<file path="config.mk">
export PLATFORM = sky130hd
export DESIGN_NAME = sram_write_buffer
export DESIGN_NICKNAME = d
export VERILOG_FILES = /design/src/rtl/sram_write_buffer.sv
export SDC_FILE = /design/constraint.sdc
export NUM_CORES = 1
export LEC_CHECK = 0
export BUFFER_PORTS_ARGS = -buffer_cell sky130_fd_sc_hd__clkbuf_2
export CORE_AREA = 2 2 141 246
export DETAILED_ROUTE_END_ITERATION = 10
export DIE_AREA = 0 0 143 248
export GPL_TIMING_DRIVEN = 0
export MAX_ROUTING_LAYER = met4
export PLACE_DENSITY = 0.78
export SETUP_SLACK_MARGIN = 0.15
export SLEW_MARGIN = 20
export SYNTH_ARGS = -nofsm -noshare
export SYNTH_HDL_FRONTEND = slang
export SYNTH_SLANG_ARGS = --single-unit
</file>
<file path="constraint.sdc">
create_clock -name clk -period 7.2 [get_ports clk]
set_clock_uncertainty 0.2 [all_clocks]
set_input_delay 1.44 -clock clk [delete_from_list [all_inputs] [get_ports clk]]
set_output_delay 1.44 -clock clk [all_outputs]
set_load 0.05 [all_outputs]
</file>
<file path="src/rtl/sram_write_buffer.sv">
// sram_write_buffer
// Posted-write FIFO between the cache controller and the SRAM controller.
// A write completes upstream one cycle after it is accepted and drains to SRAM later,
// oldest first. A read waits until every buffered write has reached SRAM and then
// passes through, so it always sees all earlier writes.
module sram_write_buffer #(
  parameter int DEPTH = 4
) (
  input  logic        clk,
  input  logic        rst,
  input  logic        wr_en,
  input  logic        rd_en,
  input  logic [31:0] address,
  input  logic [31:0] wdata,
  output logic        ready,
  output logic [63:0] rd_data,
  output logic        full,
  output logic        empty,
  output logic        sram_write_en,
  output logic        sram_read_en,
  output logic [31:0] sram_address,
  output logic [31:0] sram_write_data,
  input  logic [63:0] sram_read_data64,
  input  logic        sram_ready
);

  localparam int PW = $clog2(DEPTH);
  localparam int CW = $clog2(DEPTH + 1);

  localparam logic [PW-1:0] PTR_ONE  = PW'(1);
  localparam logic [CW-1:0] CNT_ONE  = CW'(1);
  localparam logic [CW-1:0] CNT_ZERO = CW'(0);
  localparam logic [CW-1:0] CNT_FULL = CW'(DEPTH);

  typedef enum logic [1:0] {
    ST_IDLE     = 2'd0,
    ST_WR_ISSUE = 2'd1,
    ST_RD_ISSUE = 2'd2
  } state_t;

  state_t        state_r;
  state_t        state_nxt_s;

  logic [PW-1:0] wptr_r;
  logic [PW-1:0] rptr_r;
  logic [CW-1:0] count_r;
  logic [CW-1:0] count_nxt_s;

  logic [31:0]   mem_addr_r [DEPTH];
  logic [31:0]   mem_data_r [DEPTH];

  logic          ready_r;
  logic [63:0]   rd_data_r;
  logic          sram_we_r;
  logic          sram_re_r;
  logic [31:0]   sram_addr_r;
  logic [31:0]   sram_wdata_r;

  logic          sram_we_nxt_s;
  logic          sram_re_nxt_s;
  logic [31:0]   sram_addr_nxt_s;
  logic [31:0]   sram_wdata_nxt_s;

  logic          push_s;
  logic          pop_s;
  logic          rd_done_s;

  // Handshake decode: a pop in the same cycle frees a slot, so a full buffer can still accept.
  always_comb begin
    pop_s     = 1'b0;
    rd_done_s = 1'b0;
    push_s    = 1'b0;
    if (state_r == ST_WR_ISSUE) begin
      pop_s = sram_ready;
    end else begin
      pop_s = 1'b0;
    end
    if (state_r == ST_RD_ISSUE) begin
      rd_done_s = sram_ready;
    end else begin
      rd_done_s = 1'b0;
    end
    if (wr_en && !rd_en && !ready_r && ((count_r != CNT_FULL) || pop_s)) begin
      push_s = 1'b1;
    end else begin
      push_s = 1'b0;
    end
  end

  // Occupancy update: simultaneous push and pop leaves the count unchanged.
  always_comb begin
    count_nxt_s = count_r;
    case ({push_s, pop_s})
      2'b10:   count_nxt_s = count_r + CNT_ONE;
      2'b01:   count_nxt_s = count_r - CNT_ONE;
      default: count_nxt_s = count_r;
    endcase
  end

  // Drain FSM next state and next downstream request; buffered writes drain before a read issues.
  always_comb begin
    state_nxt_s      = state_r;
    sram_we_nxt_s    = sram_we_r;
    sram_re_nxt_s    = sram_re_r;
    sram_addr_nxt_s  = sram_addr_r;
    sram_wdata_nxt_s = sram_wdata_r;
    case (state_r)
      ST_IDLE: begin
        if (count_r != CNT_ZERO) begin
          state_nxt_s      = ST_WR_ISSUE;
          sram_we_nxt_s    = 1'b1;
          sram_addr_nxt_s  = mem_addr_r[rptr_r];
          sram_wdata_nxt_s = mem_data_r[rptr_r];
        end else if (rd_en && !ready_r && !push_s) begin
          state_nxt_s     = ST_RD_ISSUE;
          sram_re_nxt_s   = 1'b1;
          sram_addr_nxt_s = address;
        end else begin
          state_nxt_s = ST_IDLE;
        end
      end
      ST_WR_ISSUE: begin
        if (sram_ready) begin
          state_nxt_s   = ST_IDLE;
          sram_we_nxt_s = 1'b0;
        end else begin
          state_nxt_s = ST_WR_ISSUE;
        end
      end
      ST_RD_ISSUE: begin
        if (sram_ready) begin
          state_nxt_s   = ST_IDLE;
          sram_re_nxt_s = 1'b0;
        end else begin
          state_nxt_s = ST_RD_ISSUE;
        end
      end
      default: begin
        state_nxt_s   = ST_IDLE;
        sram_we_nxt_s = 1'b0;
        sram_re_nxt_s = 1'b0;
      end
    endcase
  end

  // FIFO storage; contents need no reset because count gates every read of them.
  always_ff @(posedge clk) begin
    if (push_s) begin
      mem_addr_r[wptr_r] <= address;
      mem_data_r[wptr_r] <= wdata;
    end
  end

  // Control state, pointers and registered outputs.
  always_ff @(posedge clk or negedge rst) begin
    if (!rst) begin
      state_r      <= ST_IDLE;
      wptr_r       <= {PW{1'b0}};
      rptr_r       <= {PW{1'b0}};
      count_r      <= CNT_ZERO;
      ready_r      <= 1'b0;
      rd_data_r    <= 64'h0;
      sram_we_r    <= 1'b0;
      sram_re_r    <= 1'b0;
      sram_addr_r  <= 32'h0;
      sram_wdata_r <= 32'h0;
    end else begin
      state_r      <= state_nxt_s;
      count_r      <= count_nxt_s;
      ready_r      <= push_s | rd_done_s;
      sram_we_r    <= sram_we_nxt_s;
      sram_re_r    <= sram_re_nxt_s;
      sram_addr_r  <= sram_addr_nxt_s;
      sram_wdata_r <= sram_wdata_nxt_s;
      if (push_s) begin
        wptr_r <= wptr_r + PTR_ONE;
      end
      if (pop_s) begin
        rptr_r <= rptr_r + PTR_ONE;
      end
      if (rd_done_s) begin
        rd_data_r <= sram_read_data64;
      end
    end
  end

  assign ready           = ready_r;
  assign rd_data         = rd_data_r;
  assign full            = (count_r == CNT_FULL);
  assign empty           = (count_r == CNT_ZERO);
  assign sram_write_en   = sram_we_r;
  assign sram_read_en    = sram_re_r;
  assign sram_address    = sram_addr_r;
  assign sram_write_data = sram_wdata_r;

endmodule

</file>
=== Yosys cells after proc, flatten, opt, wreduce, memory -nomap -nowiden ===
Memories as Yosys holds them, arrays and structs flattened. A register that Yosys moved wholly into a read port is not among the register bits.
Index checks and enable logic that the tools add are counted.
W data, S select, Z words.

* Register bits after elaboration: 108
* RAM bits: 256
* Input port bits: 133
* Output and inout bits: 133
* Word-level logic and storage cells: 67
* Memories: 2

{| class="wikitable"
|+ Memories
! memory !! depth !! bits a word !! read ports !! clocked after Yosys merged registers in !! wr ports !! RTL line !! source
|-
| mem_addr_r || 4 || 32 || 1 || 0 || 1 || 49 || <nowiki>logic [31:0] mem_addr_r [DEPTH];</nowiki>
|-
| mem_data_r || 4 || 32 || 1 || 1 || 1 || 50 || <nowiki>logic [31:0] mem_data_r [DEPTH];</nowiki>
|}

* Add/sub/neg operators: 4
* Eq/ne operators: 11
* Muxes and demuxes: 19
* Bitwise operators: 3
* Reduce and logical (&&, ||, !) cells: 19

{| class="wikitable"
|+ Operator list
! operator !! count
|-
| $mux W32 || 2
|-
| $mux W1 || 10
|-
| $ne A2 B2 Y1 const B || 5
|-
| $mux W2 || 3
|-
| $pmux W1 S3 || 2
|-
| $pmux W2 S3 || 1
|-
| $pmux W3 S2 || 1
|-
| $logic_and A1 B1 Y1 || 5
|-
| $add A2 B1 Y2 const B || 2
|-
| $eq A2 B1 Y1 const B || 2
|-
| $eq A2 B2 Y1 const B || 2
|-
| $logic_not A1 Y1 || 4
|-
| $reduce_and A2 Y1 || 2
|-
| $reduce_and A4 Y1 || 1
|-
| $reduce_bool A2 Y1 || 2
|-
| $add A3 B1 Y3 const B || 1
|-
| $eq A3 B3 Y1 const B || 1
|-
| $logic_not A3 Y1 || 1
|-
| $ne A3 B3 Y1 const B || 1
|-
| $reduce_and A3 Y1 || 1
|-
| $reduce_bool A3 Y1 || 1
|-
| $sub A3 B1 Y3 const B || 1
|-
| $logic_not A2 Y1 || 1
|-
| $not A1 Y1 || 2
|-
| other kinds (2) || 2
|}

=== Logic depth before layout (Yosys ltp) ===
* Depth in word-level cells: 10
* Gate-level depth with buffers: 10
* Mapped depth without buffers: 9

=== Least setup slack after synthesis ===
OpenSTA, ideal clock, no wires.

* Kind: input to register
* Start point: in sram_ready
* End point: mem mem_addr_r[0][0] (enable)
* Setup time: 0.429 ns
* Arrival: 3.696 ns
* Required time: 6.571 ns
* Slack: 2.876 ns
* Cell stages on the path: 3
* Buffers on the path: 0
* Cell sequence: nand3b_1 > a2111oi_4 > and2_1

* Longest elaborated chain between the ends: 6

{| class="wikitable"
|+ RTL lines
! item !! RTL line !! source
|-
| from (decl) || 24 || <nowiki>input logic sram_ready</nowiki>
|-
| $mux W1 || 73 || <nowiki>if (state_r == ST_WR_ISSUE) begin</nowiki>
|-
| $logic_or A1 B1 Y1 || 83 || <nowiki>if (wr_en && !rd_en && !ready_r && ((count_r != CNT_FULL) || pop_s)) begin</nowiki>
|-
| $logic_and A1 B1 Y1 || 83 ||
|-
| $mux W1 || 83 ||
|-
| $mux W1 || 148 || <nowiki>if (push_s) begin</nowiki>
|-
| $mux W1 (implied by the code) || 149 || <nowiki>mem_addr_r[wptr_r] <= address;</nowiki>
|-
| to (decl) || 49 ||
|}

No other way between the ends.

=== Final worst setup path ===
* Start point: reg count_r[0]
* End point: out empty

* Longest elaborated chain between the ends: 1

{| class="wikitable"
|+ RTL lines
! item !! RTL line !! source
|-
| from (decl) || 46 || <nowiki>logic [CW-1:0] count_r;</nowiki>
|-
| from (signal assigned) || 169 || <nowiki>count_r <= count_nxt_s;</nowiki>
|-
| $logic_not A3 Y1 || 190 || <nowiki>assign empty = (count_r == CNT_ZERO);</nowiki>
|-
| to (decl) || 18 || <nowiki>output logic empty,</nowiki>
|}

No other way between the ends.

==> run metrics <==
min-delay worst type reg -> reg; TritonCTS Sinks 396; Post-Syn Instances roughly 710; Synth Area per Inst around 21 sq um; CTS H-tree lvls 2; global-route wire length before repair roughly 47000 microns; Routed WL between 30000 and 40000 microns; Initial Utilization 44.3%; Max Clock Freq roughly 240 MHz; Total Negative Setup Slacks 0 ps; vias in the first global route about 8300; Setup Buffers After CTS 0; # fillers about 2600; final core utilization 53.9%; total track usage ~18%; post-synth cell types 34; largest net degree at the start of global routing 83; most frequent cells in the layout 264 x clkbuf_2, 256 x edfxtp_1, 140 x dfrtp_1, 97 x mux2_2, 64 x mux4_2; Synth Net Count between 800 and 900; HPWL after DPL roughly 21000 microns; WP data required 5560 ps; final hold vios 0; CTS tree done; max_slew headroom about two fifths; vias between 7000 and 8000; Ys Warns 0; minimum clock period between 4000 and 5000 ps; hold slack roughly 300 ps; clock buffers created by TritonCTS 36; hold_buf cts 0; share of layout cells above drive strength 1 52.3%; Cell Pwr Density 471 nW/um^2; Multi-input gate area roughly 3400 sq um; Starting DRT DRC Count ~340; Residual DRC 0; port bufs about 270; register-to-register setup slack between 4000 and 5000 ps; Slew Viols, Final 0; die height ~250 microns; Core Rows 89; Post-synth top flop edfxtp_1; Final setup violation count 0; Worst Setup Start Kind flip-flop; LEAKAGE a little over 0.007 uW; outcome finished clean; period utilisation layout 57.8%; Async S/R FF share, synth 35.4%; fin nets approximately 1200; DR pass1 iterations 4; number of flops mapped to enable cells by yosys 256; Worst-Margin Slew between 800 and 900 ps; maximum clock path buffer count 3; #FFs+latches synth approximately 400; commonest non-fill, non-tap cell in the layout clkbuf_2; Clk pin slew, worst setup/hold paths around 70 ps; max_cap viols 0; wire per inst 21.0 microns; initial antenna violation count 3; root buffer cell clkbuf_16; Design Power between 8000 and 9000 uW; peak supply drop roughly 250 uV; post-route ant nets 0; Overflow after GRT 0; RSZ-0062 raised after global routing no; drt via density between 5 and 6; WP data arrival roughly 2500 ps; Die X 143 microns; sequential element share of the synthesized area approximately three quarters; die area 35500 sq um; Boundary Pins around 270; nature of the critical path endpoint output port; CTS resizes 0; CP max FO 10; Worst Setup Path Type reg -> out; Post-Syn Area 14900 sq um; FF/Latch Area ~11000 sq um; routability cong. slightly below 0.8; Core Area roughly 34000 sq um; Area Growth Syn to Fin 21.8%; worst-skew pair later-pin latency roughly 530 ps
==> area by class of cell <==
cell class / instances / area share, %
multi-input cells: 264 / 19.0
flip-flops and latches: 396 / 61.9
well taps: 455 / 3.15
diodes: 3 / 0.0415
clock inverters: 16 / 0.983
plain buffers: 38 / 1.12
repair buffers: 270 / 8.14
inverters: 9 / 0.187
clock buffers: 50 / 5.50
==> power by group <==
group	switching, uW	internal [uW]
registers	243	2970
clock network	817	1090
logic	2260	1150
==> synthesized netlist by cell type (2+ instances only) <==
cell / number / area share, %
edfxtp_1: 256 / 52
dfrtp_1: 140 / 24
mux2_2: 97 / 7.4
mux4_2: 64 / 9.7
or3_1: 32 / 1.3
o221a_2: 30 / 2.3
buf_2: 18 / 0.61
clkbuf_1: 13 / 0.33
inv_1: 9 / 0.23
buf_6: 5 / 0.38
ha_1: 5 / 0.42
and2_1: 4 / 0.17
nand2_1: 4 / 0.10
xnor2_1: 4 / 0.24
buf_1: 2 / 0.051
nand2b_1: 2 / 0.084
nand3b_1: 2 / 0.10
o21ai_0: 2 / 0.067
o221a_1: 2 / 0.15
xor2_1: 2 / 0.12
==> final timing paths <==
check                              from                   to  cells after the start
setup / recovery             count_r[0]                empty                      3
hold / removal             sram_read_en         sram_read_en                      2
setup reg to reg             state_r[1]    mem_data_r[1][11]                      4
hold reg to reg            sram_read_en         sram_read_en                      2
max in group asynchronous           rst          rd_data[20]                      2
min in group asynchronous           rst  sram_write_data[12]                      1
==> state kept, by name, summed over array words and instances, names as in the netlist <==
register	cells
count_r	3
mem_addr_r	128
mem_data_r	128
rd_data	64
ready	1
rptr_r	2
sram_address	32
sram_read_en	1
sram_write_data	32
sram_write_en	1
state_r	2
wptr_r	2
==> critical path: stages (launching register included) <==
cell      delay, ps
dfrtp_1         450
nor3_2          740
clkbuf_1        440
clkbuf_2        360
==> metrics by stage <==
| stage | cell area (sq um) | setup WS [ps] | instances |
|---|---|---|---|
| 2_1_floorplan | 14900 | 2880 | 707 |
| 3_5_place_dp | 16900 | 3220 | 1432 |
| 5_1_grt | 18100 | 2900 | 1501 |
| 3_3_place_gp | 16700 | 1180 | 1427 |
| 4_1_cts | 18100 | 2990 | 1498 |
| 6_report | 18100 | 3040 | 1501 |
==> kinds of logic (layout without fill, tap and decap cells) <==
logic type,count (synthesis),after routing,share of synthesized area (%)
DFF,396,396,75.4
muxes,162,162,17.1
and+or+nand+nor,51,51,2.13
buffers and inverters,47,383,1.59
AOI/OAI and AO/OA,39,39,2.88
adders and majority gates,6,6,0.556
xor gates and xnor gates,6,6,0.354
other,0,3,0
==> metal layers <==
layer	global-route usage (%)	share of wire, %
met1	18.4	34
met3	3.13	5.0
met2	34.1	57
met5	-	0
met4	7.92	3.9
Note: power is estimated with default switching activity, not from simulation.
